## src/rtl/bch_encoder_serial.sv

```systemverilog
// rtl/bch_encoder_serial.sv - bit-serial systematic BCH encoder, message then parity MSB first.
// Optional macro BCH_ENC_PARITY_INV_EN inverts every emitted parity bit.
module bch_encoder_serial #(
   parameter int                     PARITY_W = 13,
   parameter logic [PARITY_W-1:0]    GEN_POLY = 13'h001B
) (
   input  logic clk,
   input  logic rst_n,
   input  logic in_valid,
   input  logic in_data,
   input  logic in_last,
   output logic in_ready,
   output logic out_valid,
   output logic out_data,
   output logic out_last,
   input  logic out_ready,
   output logic busy
);

   localparam int CNT_W = $clog2(PARITY_W + 1);
   localparam logic [CNT_W-1:0] CNT_LAST = CNT_W'(PARITY_W - 1);

   typedef enum logic [1:0] {
      IDLE = 2'd0,
      MSG  = 2'd1,
      PAR  = 2'd2
   } state_t;

   state_t              state;
   logic [PARITY_W-1:0] r;
   logic [CNT_W-1:0]    cnt;

   logic out_free;
   logic in_take;
   logic out_take;
   logic fb;
   logic par_bit;

   assign out_free = !out_valid || out_ready;
   // Gated by rst_n so the port reads 0 while reset is held, 1 the instant it releases.
   assign in_ready = rst_n && (state != PAR) && out_free;
   assign in_take  = in_valid && in_ready;
   assign out_take = out_valid && out_ready;
   assign fb       = in_data ^ r[PARITY_W-1];

`ifdef BCH_ENC_PARITY_INV_EN
   assign par_bit = ~r[PARITY_W-1];
`else
   assign par_bit = r[PARITY_W-1];
`endif

   always_ff @(posedge clk or negedge rst_n) begin
      if (!rst_n) begin
         state     <= IDLE;
         r         <= '0;
         cnt       <= '0;
         out_valid <= 1'b0;
         out_data  <= 1'b0;
         out_last  <= 1'b0;
         busy      <= 1'b0;
      end else begin
         if (in_take) begin
            busy <= 1'b1;
         end else if (out_take && out_last) begin
            busy <= 1'b0;
         end

         case (state)
            IDLE, MSG: begin
               if (in_take) begin
                  r         <= {r[PARITY_W-2:0], 1'b0} ^ (fb ? GEN_POLY : '0);
                  out_valid <= 1'b1;
                  out_data  <= in_data;
                  out_last  <= 1'b0;
                  cnt       <= '0;
                  state     <= in_last ? PAR : MSG;
               end else if (out_ready) begin
                  out_valid <= 1'b0;
                  out_last  <= 1'b0;
               end
            end
            PAR: begin
               // Shifting out the remainder leaves r all zero after the final bit.
               if (out_free) begin
                  out_valid <= 1'b1;
                  out_data  <= par_bit;
                  r         <= {r[PARITY_W-2:0], 1'b0};
                  if (cnt == CNT_LAST) begin
                     out_last <= 1'b1;
                     cnt      <= '0;
                     state    <= IDLE;
                  end else begin
                     out_last <= 1'b0;
                     cnt      <= cnt + 1'b1;
                  end
               end
            end
            default: begin
               state <= IDLE;
            end
         endcase
      end
   end

endmodule

```

## config.mk

```make
export PLATFORM = sky130hd
export DESIGN_NAME = bch_encoder_serial
export DESIGN_NICKNAME = d
export VERILOG_FILES = /design/src/rtl/bch_encoder_serial.sv
export SDC_FILE = /design/constraint.sdc
export NUM_CORES = 1
export LEC_CHECK = 0
export ABC_AREA = 0
export BUFFER_PORTS_ARGS = -buffer_cell sky130_fd_sc_hd__buf_2
export CAP_MARGIN = 20
export CORE_UTILIZATION = 30
export CTS_CLUSTER_SIZE = 8
export DETAILED_ROUTE_END_ITERATION = 10
export PLACE_DENSITY = 0.48
export SYNTH_ARGS = -nofsm -noshare
export SYNTH_HDL_FRONTEND = slang
export SYNTH_SLANG_ARGS = --single-unit
```

## constraint.sdc

```tcl
create_clock -name clk -period 1.8 [get_ports clk]
set_input_delay 0.27 -clock clk [delete_from_list [all_inputs] [get_ports clk]]
set_output_delay 0.27 -clock clk [all_outputs]
set_load 0.02 [all_outputs]
```

==> run metrics <==
status finished, final reports clean; DP Area 1219 um^2; LEAKAGE around 0.54 nW; TritonCTS Sinks 23; via count 822; post-synthesis sequential area ratio 52.75%; final worst slack 0.06264 ns; cell with the largest stage delay on the worst path dlygate4sd3_1; nets 124; Synth warnings 0; RSZ-0062 raised after global routing no; Finished Cell Area 1255 um^2; CP Launch Type input pin; VDD IR-drop max 0.5973 mV; Max FO, Critical Path 14; final-report setup violation count 0; final std cells w/o fill 161; number of diodes 0; r2r endpoint r[8]; FP Rows 21; worst hold stages 2; global-route wire length before repair 3.788 mm; clock tree buffer depth 2; gr usage total 12.05%; final cycle utilization of the critical path 96.52%; grt total ovfl 0; required time worst endpoint 1.53 ns; Placed Cells 156; PortBufs 10; WL per Instance between 10 and 15 um; initial antenna violation count 0; Antenna Violating Nets Remaining 0; Tot Pwr 1.968 mW; Worst Reg2Reg Path Length in Cells 4; most frequent cells in the layout dfrtp_1 (23), mux2_2 (10), buf_2 (10); CTS tree done; Syn-to-layout area delta 15.02%; Routed WL 2.063 mm; post_cts resized 0; Vias/cell about 5.1; root buf cell clkbuf_4; clk slew on worst S/H paths 0.12 ns; critical path class input pin to primary output; worst path arrival time 1.47 ns; largest net degree at the start of global routing 15; final slew viol count 0; worst path cell trace dlygate4sd3_1 > buf_2 > buf_4 > and3_1 > buf_2; Max Clk Rate 575.6 MHz; max-cap viol count 0; flop-to-flop setup slack 0.30 ns; fin crit period about 1.7 ns; fill cell count 370; Worst Max-Slew Pin Slew 0.4831 ns; H-tree Lvls 1; Initial Util 31.94%; commonest non-fill, non-tap cell in the layout dfrtp_1; Core Region 3416 um^2; final setup TNS 0 ns; Die ar. roughly 3900 um^2; Starting DRT DRC Count 15; Crit path top cell by count buf_2; worst relative slew slack about two thirds; pre-CTS WS 0.3426 ns; FF-to-FF Start state[1]; share of cells above drive strength 1 between 20% and 30%; DIE WIDTH 62.31 um; Synth Net Count 105; routability cong. about 0.74; Post-DP HPWL 1.539 mm; crit end category primary output; clk_lat worst skew 0.31 ns; Residual DRC 0; DRT Pass-1 Iters 4; Hold Violations, Final 0; post-synth design cell area around 1100 um^2; synthesized area per cell 11.25 um^2; Num CTS Buffers 3; vias in the first global route roughly 850; num ports 11; Synth Register Bits 23; Layout Skew between 0.009 and 0.01 ns; worst hold endpoint state[0]; Die Y 62.31 um; HP Start in_last; Unique masters post-synth 27; Power Dens Cells 1568 nW/um^2; Worst path max stage delay ~0.52 ns; post-route core utilization a little under two fifths; min-delay worst type input pin to register; Synth Instances 97; hold slack 0.1652 ns
cell type report:
class	count	area, um^2	share of cell area, %
Clock buffer	4	26.28	2.094
Timing Repair Buffer	18	112.6	8.973
Multi-Input combinational cell	66	467.9	37.29
Sequential cell	23	575.6	45.86
Inverter	4	15.01	1.196
Tap cell	46	57.56	4.586
worst max path at each step:
stage	start	to
CTS	rst_n	in_ready
floorplan	state[1]	r[2]
global route	out_valid	in_ready
finish	rst_n	in_ready
global placement	out_ready	r[9]
detailed placement	out_ready	r[5]
worst max-delay path, delay by kind of cell:
| family | cells | cell delay (ns) |
|---|---|---|
| buffers and inverters | 4 | 1.03 |
| and+or+nand+nor | 1 | 0.17 |
timing repair:
action                     in CTS  in global routing
hold buffers                    1                  0
hold endpoints to repair       23                  0
setup buffers                   0                  0
setup endpoints to repair       0                  0
sequential cells by signal, summed over array words and instances, names as in the netlist:
name and count:
r 13, cnt 4, state 2, busy 1
out_data 1, out_last 1, out_valid 1
kinds of logic (layout without fill, tap and decap cells):
logic type | count (synthesis) | after routing | synth area share (%)
fa+ha+maj | 2 | 2 | 2.293
flops | 23 | 23 | 52.75
compound gates | 22 | 22 | 12.84
simple gates | 30 | 30 | 15.25
buf+inv | 8 | 26 | 4.357
xor+xnor | 1 | 1 | 0.8029
mux | 11 | 11 | 11.70
cell usage after synthesis:
cell type | number | area share (%)
a211o_1 | 1 | 0.80
a211oi_1 | 1 | 0.69
a21o_1 | 2 | 1.4
a31oi_1 | 8 | 4.6
a41oi_1 | 1 | 0.80
and3_1 | 2 | 1.1
buf_2 | 2 | 0.92
buf_6 | 2 | 2.1
dfrtp_1 | 23 | 53
ha_1 | 2 | 2.3
inv_1 | 4 | 1.4
mux2_2 | 10 | 10
mux2_4 | 1 | 1.4
nand2_1 | 5 | 1.7
nand2_2 | 1 | 0.57
nand2b_1 | 3 | 1.7
nand3_1 | 5 | 2.3
nand4_1 | 3 | 1.7
nand4b_1 | 1 | 0.80
nor2_1 | 2 | 0.69
nor2b_1 | 2 | 1.1
nor3_1 | 1 | 0.46
o211ai_1 | 2 | 1.4
o21ai_0 | 7 | 3.2
or3_1 | 4 | 2.3
or4_1 | 1 | 0.69
xnor2_1 | 1 | 0.80
power by group:
part           internal, mW  total (mW)  switching (mW)  leakage [nW]
Sequential            0.738       0.899           0.161         0.275
Combinational         0.423       0.834           0.412         0.252
Clock                0.0864       0.235           0.149        0.0150
Total                  1.25        1.97           0.721         0.542
layer usage:
layer  wire length [um]  GRT usage, %  part of all wire, %
met5                  0             0                    0
met4                 13         4.360                 0.63
met3                 51         1.654                  2.5
met2                934         19.64                   45
met1               1063         16.30                   52
(Power assumes the default switching activity.)
